### config.mk
export PLATFORM = sky130hd
export DESIGN_NAME = sram_controller_flat
export DESIGN_NICKNAME = d
export VERILOG_FILES = /design/src/rtl/sram_controller_if.sv /design/src/rtl/sram_controller.sv /design/src/flat_wrapper.sv
export SDC_FILE = /design/constraint.sdc
export NUM_CORES = 1
export LEC_CHECK = 0
export ABC_CLOCK_PERIOD_IN_PS = 3700
export BUFFER_PORTS_ARGS = -buffer_cell sky130_fd_sc_hd__buf_2
export CELL_PAD_IN_SITES_DETAIL_PLACEMENT = 1
export CELL_PAD_IN_SITES_GLOBAL_PLACEMENT = 1
export CORE_ASPECT_RATIO = 0.5
export CORE_MARGIN = 3
export CORE_UTILIZATION = 42
export DETAILED_ROUTE_END_ITERATION = 10
export GPL_TIMING_DRIVEN = 0
export PLACE_DENSITY_LB_ADDON = 0.1
export RECOVER_POWER = 25
export SYNTH_ARGS = -nofsm -noshare
export SYNTH_HDL_FRONTEND = slang
export SYNTH_SLANG_ARGS = --single-unit
### constraint.sdc
create_clock -name clk_i -period 3.7 [get_ports clk_i]
set_clock_uncertainty 0.1 [all_clocks]
set_input_delay 0.37 -clock clk_i [delete_from_list [all_inputs] [get_ports clk_i]]
set_output_delay 0.37 -clock clk_i [all_outputs]
set_load 0.1 [all_outputs]
### src/rtl/sram_controller_if.sv
// MEM-stage request port and external 16-bit SRAM pins of the data-memory controller.
interface sram_controller_if #(
    parameter int SRAM_AW = 18
);
    logic               wr_en;
    logic               rd_en;
    logic [31:0]        address;
    logic [31:0]        write_data;
    logic [31:0]        read_data;
    logic               ready;
    logic [SRAM_AW-1:0] sram_addr;
    logic [15:0]        sram_dq_out;
    logic [15:0]        sram_dq_in;
    logic               sram_dq_oe;
    logic               sram_we_n;

    modport slave (
        input  wr_en, rd_en, address, write_data, sram_dq_in,
        output read_data, ready, sram_addr, sram_dq_out, sram_dq_oe, sram_we_n
    );

    modport master (
        output wr_en, rd_en, address, write_data, sram_dq_in,
        input  read_data, ready, sram_addr, sram_dq_out, sram_dq_oe, sram_we_n
    );
endinterface

### src/rtl/sram_controller.sv
// Splits each 32-bit MEM-stage load/store into two 16-bit SRAM accesses (low half first),
// holding each half for WAIT_CYCLES clocks and stalling the pipeline through ready.
module sram_controller #(
    parameter int BASE_ADDR   = 1024,
    parameter int WAIT_CYCLES = 5,
    parameter int SRAM_AW     = 18
) (
    input  logic              clk_i,
    input  logic              rst_ni,
    sram_controller_if.slave  bus
);
    localparam int CW = (WAIT_CYCLES > 1) ? $clog2(WAIT_CYCLES) : 1;
    localparam logic [CW-1:0] LastCount = CW'(WAIT_CYCLES - 1);

    typedef enum logic [1:0] {IDLE, LOW, HIGH, DONE} state_e;

    state_e              state_q, state_d;
    logic [CW-1:0]       cnt_q, cnt_d;
    logic                isWrite_q, isWrite_d;
    logic [SRAM_AW-2:0]  word_q, word_d;
    logic [31:0]         wdata_q, wdata_d;
    logic [31:0]         rdata_q, rdata_d;
    logic [SRAM_AW-1:0]  addrHold_q, addrHold_d;
    logic [15:0]         dqHold_q, dqHold_d;

    logic [31:0]         offset;
    logic                unusedBits;
    logic                request;
    logic                lastCount;
    logic                highHalf;
    logic [SRAM_AW-1:0]  curAddr;
    logic [15:0]         curDq;

    // Only the word index survives; the byte lane and bits beyond the SRAM span wrap away.
    assign offset     = bus.address - 32'(BASE_ADDR);
    assign unusedBits = ^{offset[31:SRAM_AW+1], offset[1:0]};
    assign request    = bus.rd_en | bus.wr_en;
    assign lastCount  = (cnt_q == LastCount);
    assign highHalf   = (state_q == HIGH);
    assign curAddr    = {word_q, highHalf};
    assign curDq      = highHalf ? wdata_q[31:16] : wdata_q[15:0];
    assign bus.read_data = rdata_q;

    always_ff @(posedge clk_i or negedge rst_ni) begin
        if (!rst_ni) begin
            state_q    <= IDLE;
            cnt_q      <= '0;
            isWrite_q  <= 1'b0;
            word_q     <= '0;
            wdata_q    <= '0;
            rdata_q    <= '0;
            addrHold_q <= '0;
            dqHold_q   <= '0;
        end else begin
            state_q    <= state_d;
            cnt_q      <= cnt_d;
            isWrite_q  <= isWrite_d;
            word_q     <= word_d;
            wdata_q    <= wdata_d;
            rdata_q    <= rdata_d;
            addrHold_q <= addrHold_d;
            dqHold_q   <= dqHold_d;
        end
    end

    always_comb begin
        state_d         = state_q;
        cnt_d           = cnt_q;
        isWrite_d       = isWrite_q;
        word_d          = word_q;
        wdata_d         = wdata_q;
        rdata_d         = rdata_q;
        addrHold_d      = addrHold_q;
        dqHold_d        = dqHold_q;
        bus.ready       = 1'b0;
        bus.sram_addr   = addrHold_q;
        bus.sram_dq_out = dqHold_q;
        bus.sram_dq_oe  = 1'b0;
        bus.sram_we_n   = 1'b1;

        unique case (state_q)
            IDLE: begin
                bus.ready = ~request;
                if (request) begin
                    state_d   = LOW;
                    cnt_d     = '0;
                    isWrite_d = bus.wr_en;
                    word_d    = offset[SRAM_AW:2];
                    wdata_d   = bus.write_data;
                end
            end
            LOW, HIGH: begin
                bus.sram_addr = curAddr;
                addrHold_d    = curAddr;
                // The strobe rises one count early so address and data are held past it.
                if (isWrite_q) begin
                    bus.sram_dq_out = curDq;
                    dqHold_d        = curDq;
                    bus.sram_dq_oe  = 1'b1;
                    bus.sram_we_n   = lastCount;
                end
                cnt_d = cnt_q + 1'b1;
                if (lastCount) begin
                    cnt_d   = '0;
                    state_d = highHalf ? DONE : HIGH;
                    if (!isWrite_q) begin
                        if (highHalf) rdata_d[31:16] = bus.sram_dq_in;
                        else          rdata_d[15:0]  = bus.sram_dq_in;
                    end
                end
            end
            DONE: begin
                bus.ready = 1'b1;
                state_d   = IDLE;
            end
            default: state_d = IDLE;
        endcase
    end
endmodule
### src/flat_wrapper.sv
// flat-port wrapper written by rule: the top's interface ports become plain ports
module sram_controller_flat 
#(
    parameter int BASE_ADDR   = 1024,
    parameter int WAIT_CYCLES = 5,
    parameter int SRAM_AW     = 18
)
  (clk_i, rst_ni, bus_wr_en, bus_rd_en, bus_address, bus_write_data, bus_sram_dq_in, bus_read_data, bus_ready, bus_sram_addr, bus_sram_dq_out, bus_sram_dq_oe, bus_sram_we_n);
  sram_controller_if #(.SRAM_AW(SRAM_AW)) bus_i ();
  input  logic clk_i;
  input  logic rst_ni;
  input wire logic [$bits(bus_i.wr_en)-1:0] bus_wr_en;
  input wire logic [$bits(bus_i.rd_en)-1:0] bus_rd_en;
  input wire logic [$bits(bus_i.address)-1:0] bus_address;
  input wire logic [$bits(bus_i.write_data)-1:0] bus_write_data;
  input wire logic [$bits(bus_i.sram_dq_in)-1:0] bus_sram_dq_in;
  output wire logic [$bits(bus_i.read_data)-1:0] bus_read_data;
  output wire logic [$bits(bus_i.ready)-1:0] bus_ready;
  output wire logic [$bits(bus_i.sram_addr)-1:0] bus_sram_addr;
  output wire logic [$bits(bus_i.sram_dq_out)-1:0] bus_sram_dq_out;
  output wire logic [$bits(bus_i.sram_dq_oe)-1:0] bus_sram_dq_oe;
  output wire logic [$bits(bus_i.sram_we_n)-1:0] bus_sram_we_n;
  assign bus_i.wr_en = bus_wr_en;
  assign bus_i.rd_en = bus_rd_en;
  assign bus_i.address = bus_address;
  assign bus_i.write_data = bus_write_data;
  assign bus_i.sram_dq_in = bus_sram_dq_in;
  assign bus_read_data = bus_i.read_data;
  assign bus_ready = bus_i.ready;
  assign bus_sram_addr = bus_i.sram_addr;
  assign bus_sram_dq_out = bus_i.sram_dq_out;
  assign bus_sram_dq_oe = bus_i.sram_dq_oe;
  assign bus_sram_we_n = bus_i.sram_we_n;
  sram_controller #(.BASE_ADDR(BASE_ADDR), .WAIT_CYCLES(WAIT_CYCLES), .SRAM_AW(SRAM_AW)) u_core (.clk_i(clk_i), .rst_ni(rst_ni), .bus(bus_i));
endmodule
## Yosys cells after proc, flatten, opt, wreduce, memory -nomap -nowiden

Index checks and enable logic that the tools add are counted.
W data, S select, Z words.

| storage, ports and cells | value |
|---|---|
| bits in registers | 121 |
| bits in latches | 0 |
| bits in writable memories | 0 |
| bits in read-only memories | 0 |
| input bits | 84 |
| output and inout port bits | 69 |
| word-level logic and storage cells | 45 |
| memories kept | 0 |

| cells by class | value |
|---|---|
| add/subtract/negate cells | 2 |
| $mul | 0 |
| div/mod/pow operators | 0 |
| magnitude comparators | 0 |
| eq/ne operators | 6 |
| shifts and indexed selects | 0 |
| muxes and demuxes | 16 |
| bitwise operators | 4 |
| reduce and logical (&&, ||, !) cells | 8 |

Operator list:

| operator | number |
|---|---|
| $mux W16 | 3 |
| $sub A19 B11 Y19 const B | 1 |
| $mux W18 | 1 |
| $reduce_and A4 Y1 | 2 |
| $mux W3 | 2 |
| $pmux W2 S3 | 1 |
| $pmux W3 S2 | 1 |
| $reduce_and A2 Y1 | 3 |
| $mux W1 | 5 |
| $eq A2 B2 Y1 const B | 2 |
| $mux W2 | 2 |
| $ne A2 B1 Y1 const B | 2 |
| $add A3 B1 Y3 const B | 1 |
| $eq A3 B3 Y1 const B | 1 |
| $not A1 Y1 | 3 |
| $eq A2 B1 Y1 const B | 1 |
| $logic_not A2 Y1 | 1 |
| $pmux W1 S2 | 1 |
| $reduce_bool A2 Y1 | 1 |
| $reduce_or A2 Y1 | 1 |
| $or A1 B1 Y1 | 1 |

## Depth between registers and ports, before layout

| logic depth | value |
|---|---|
| word-level depth | 4 |
| depth in mapped cells | 8 |
| mapped depth without buffers | 5 |

## Worst setup path before layout

OpenSTA, ideal clock, no wires.

| timing path | value |
|---|---|
| kind | reg-to-output |
| start point | register u_core.state_q[0] |
| end point | output port bus_sram_dq_out[10] |
| data arrival time | 3.441 ns |
| required time | 3.230 ns |
| path slack | -0.211 ns |
| stages on the path, launching flop included | 8 |
| buffers on the path | 3 |
| cells stage by stage | dfrtp_1 -> inv_1 -> ha_1 -> buf_2 -> and2_1 -> clkbuf_1 -> clkbuf_1 -> a21oi_1 |

| on the way | value |
|---|---|
| word-level cells in the longest chain between the ends | 4 |
| elaborated cells on any way between the ends | 6 |
| classes of those cells | 2 x eq/ne; 3 x mux; 1 x reduce/logical |

RTL lines:

| what | RTL line | source |
|---|---|---|
| from (decl) | sram_controller.sv:17 | `state_e state_q, state_d;` |
| from (signal assigned) | sram_controller.sv:55 | `state_q <= state_d;` |
| $eq A2 B2 Y1 | sram_controller.sv:39, sram_controller.sv:81 |  |
| $mux W16 | sram_controller.sv:41 | `assign curDq = highHalf ? wdata_q[31:16] : wdata_q[15:0];` |
| $mux W16 | n/a |  |
| $mux W16 (*) | n/a |  |
| to (decl) | flat_wrapper.sv:20 | `output wire logic [$bits(bus_i.sram_dq_out)-1:0] bus_sram_dq_out;` |

Mark *: on every way between the ends. The rest lies on a longest branch, timed or not.

## Worst setup path in the final report

| timing path | value |
|---|---|
| start point | register u_core.state_q[1] |
| end point | output port bus_sram_dq_out[5] |

Same word-level chain as after synthesis.

==> results.tsv <==
metric	value	unit
RSZ-0062 raised after global routing	no	
min Tclk post-route	3.38	ns
data required time at the worst endpoint	3.23	ns
Final Max Tran Viols	52	
Yosys reg bits	121	
Initial DRC Count	115	
Fin. Hold Viols	0	
HP Class	in2reg	
CTS Sinks	121	
Avg Vias per Cell	4.90	
largest family of logic cells by synthesized area	multiplexers	
total gr overflow	0	
ANT cells	0	
Routed WL	12.3	mm
Simple-Gate Fraction of Synth Area	0.144	
XOR/XNOR Fraction of Synth Area	0.00355	
layout cells sized above 1	0.382	
CTS HTree Levels	4	
Nets	682	
CTS resizes	0	
Die X	159	µm
Cell Area, Synth	4930	µm²
placeable core area	11200	µm²
violated checks	max-capacitance violations, max-slew violations	
CP Capture Type	output pin	
Ports	153	
first-pass GRT wire length	19.7	mm
Root Driver	clkbuf_16	
Initial Util	0.440	
Setup crit start kind	register	
Final setup viols	0	
Max Cap Viol	1	
Hold Slack	0.0463	ns
Max Freq	0.296	GHz
die height	82.6	µm
crit-path max FO	10	
syn_nets	524	
max_slew headroom	-0.569	
Netlist cell types	34	
post-synthesis adder-cell area fraction	0.0152	
mux contribution to synthesized area	0.149	
Worst Path Arrival	2.91	ns
yosys warns	0	
Tot GR Track Use	0.195	
PortBufs	137	
post-DP HPWL	8.58	mm
crit path from	u_core.state_q[1]	
CTS Buf Count	17	
fin crit share	0.914	
reg-to-reg startpoint	u_core.state_q[1]	
Remaining DRCs	0	
Mapped Cells	434	
initial antenna violation count	0	
number of global-route vias before repair	3918	
clk slew on worst S/H paths	0.06	ns
CTS tree	yes	
syn_area_per_cell	11.4	µm²
critical path class	reg2out	
area grow syn2layout	30.9	%
hold path startpoint	bus_write_data[14]	
first-pass detailed-route iteration total	4	
Seq/Total Area, Yosys	0.614	
vias	3743	
Slew @ Worst Pin	2.35	ns
num rows	27	
die area	13200	µm²
Synth Area in Compound Gates	0.0487	
pin count of the biggest net entering global routing	72	
worst skew pair latency	0.41	ns
GP Congestion	0.743	
Final ANT Viol Nets	0	
Clock Tree Buf Depth	2	
status	complete, but fails checks	
wire per inst	16.0	µm
-- timing repair --
| item | 4_1_cts | 5_1_grt |
|---|---|---|
| setup buffers | 0 | 0 |
| hold endpoints to repair | 50 | 0 |
| hold buffers | 1 | 0 |
-- worst paths after layout --
kind | cells after the start | slack (ns) | to
min in group asynchronous | 2 | 1.31 | u_core.wdata_q[23]
worst max register to register | 6 | 1.37 | u_core.bus.read_data[0]
worst max-delay path | 9 | 0.32 | bus_sram_dq_out[5]
worst min-delay path | 3 | 0.05 | u_core.wdata_q[14]
max in group asynchronous | 3 | 0.60 | u_core.word_q[6]
worst min register to register | 2 | 0.37 | u_core.wdata_q[14]
-- area by class of cell --
cell class	instances	area, µm²
clock inverter	11	144
timing repair buffer	139	712
clock buffer	21	470
sequential	121	3030
buffer	22	104
tap	159	199
fill	1266	4760
multi-input combinational	285	1780
inverter	6	22.5
-- cell families (layout without fill, tap and decap cells) --
family,count (synthesis),after routing
buffers and inverters,28,199
XOR/XNOR,2,2
flip-flops,121,121
AO/OA/AOI/OAI,41,41
multiplexers,67,67
AND/OR/NAND/NOR,169,169
adder cells (fa/ha/maj),6,6
-- routing by layer --
metal | vias up | global-route usage | share of wire
met5 | - | 0 | 0
met1 | 1862 | 0.253 | 0.48
met2 | 95 | 0.326 | 0.46
li1 | 1771 | - | -
met4 | 0 | 0.0655 | 0.0098
met3 | 15 | 0.0518 | 0.044
-- sequential cells by signal, indices dropped and copies added, names as in the netlist --
| register | count |
|---|---|
| u_core.dqHold_q | 16 |
| u_core.addrHold_q | 18 |
| u_core.cnt_q | 3 |
| u_core.state_q | 2 |
| u_core.isWrite_q | 1 |
| u_core.word_q | 17 |
| u_core.wdata_q | 32 |
| u_core.bus.read_data | 32 |
-- worst max-delay path, stage by stage, from the launching register on --
cell      delay (ns)
dfrtp_1         0.39
inv_1           0.07
ha_1            0.30
buf_2           0.24
and2_1          0.16
clkbuf_1        0.26
buf_2           0.30
nor2_1          0.07
a21oi_1         0.21
buf_2           0.50
-- Yosys cell counts --
master     instances  area (µm²)
or3_1              3        18.8
clkbuf_1          10        37.5
nand4bb_1          1        11.3
a22o_1             3        26.3
buf_4              2        15.0
o21a_1             2        15.0
dfrtp_1          121        3030
nor3b_1            2        15.0
buf_6              1        11.3
o31ai_1            3        22.5
and3_1             1        6.26
nand2_2            1        6.26
a41oi_1            1        8.76
o21ai_1            1        5.00
nand2_1          128         480
o22ai_1            1        6.26
mux2_2            51         574
or3b_2             1        8.76
or4_1              2        15.0
a21oi_1           17        85.1
or3b_1             1        8.76
xnor2_1            2        17.5
nor2_1            25        93.8
ha_1               6        75.1
buf_2              5        25.0
and2_1             1        6.26
inv_1              6        22.5
nor2b_1            1        6.26
buf_1              4        15.0
nor4b_4            1        23.8
o21ai_0            8        40.0
or4_4              1        11.3
a31oi_1            5        31.3
mux2i_1           16         160
-- through the flow --
step | std cells | cell area [µm²] | setup TNS (ns) | worst slack [ns] | util
after floorplan | 434 | 4930 | -2.71 | -0.211 | -
after global placement | 730 | 5820 | 0 | 0.591 | 0.519
after detailed placement | 731 | 5850 | 0 | 0.806 | 0.522
after CTS | 764 | 6480 | 0 | 0.317 | 0.577
after global routing | 764 | 6460 | 0 | 0.0817 | 0.576
final | 764 | 6460 | 0 | 0.317 | 0.576
-- cell usage in the layout, fill, tap and decap left out, types with 4 or more instances in the layout --
cell,count
buf_2,141
nand2_1,128
dfrtp_1,121
mux2_2,51
nor2_1,25
a21oi_1,17
clkbuf_16,17
mux2i_1,16
clkbuf_1,11
o21ai_0,8
inv_1,6
ha_1,6
a31oi_1,5
buf_1,4
clkinv_2,4
Power is left out: the tool's default activity adds up to more than one toggle a clock period on the data nets, which glitch-free logic cannot reach.
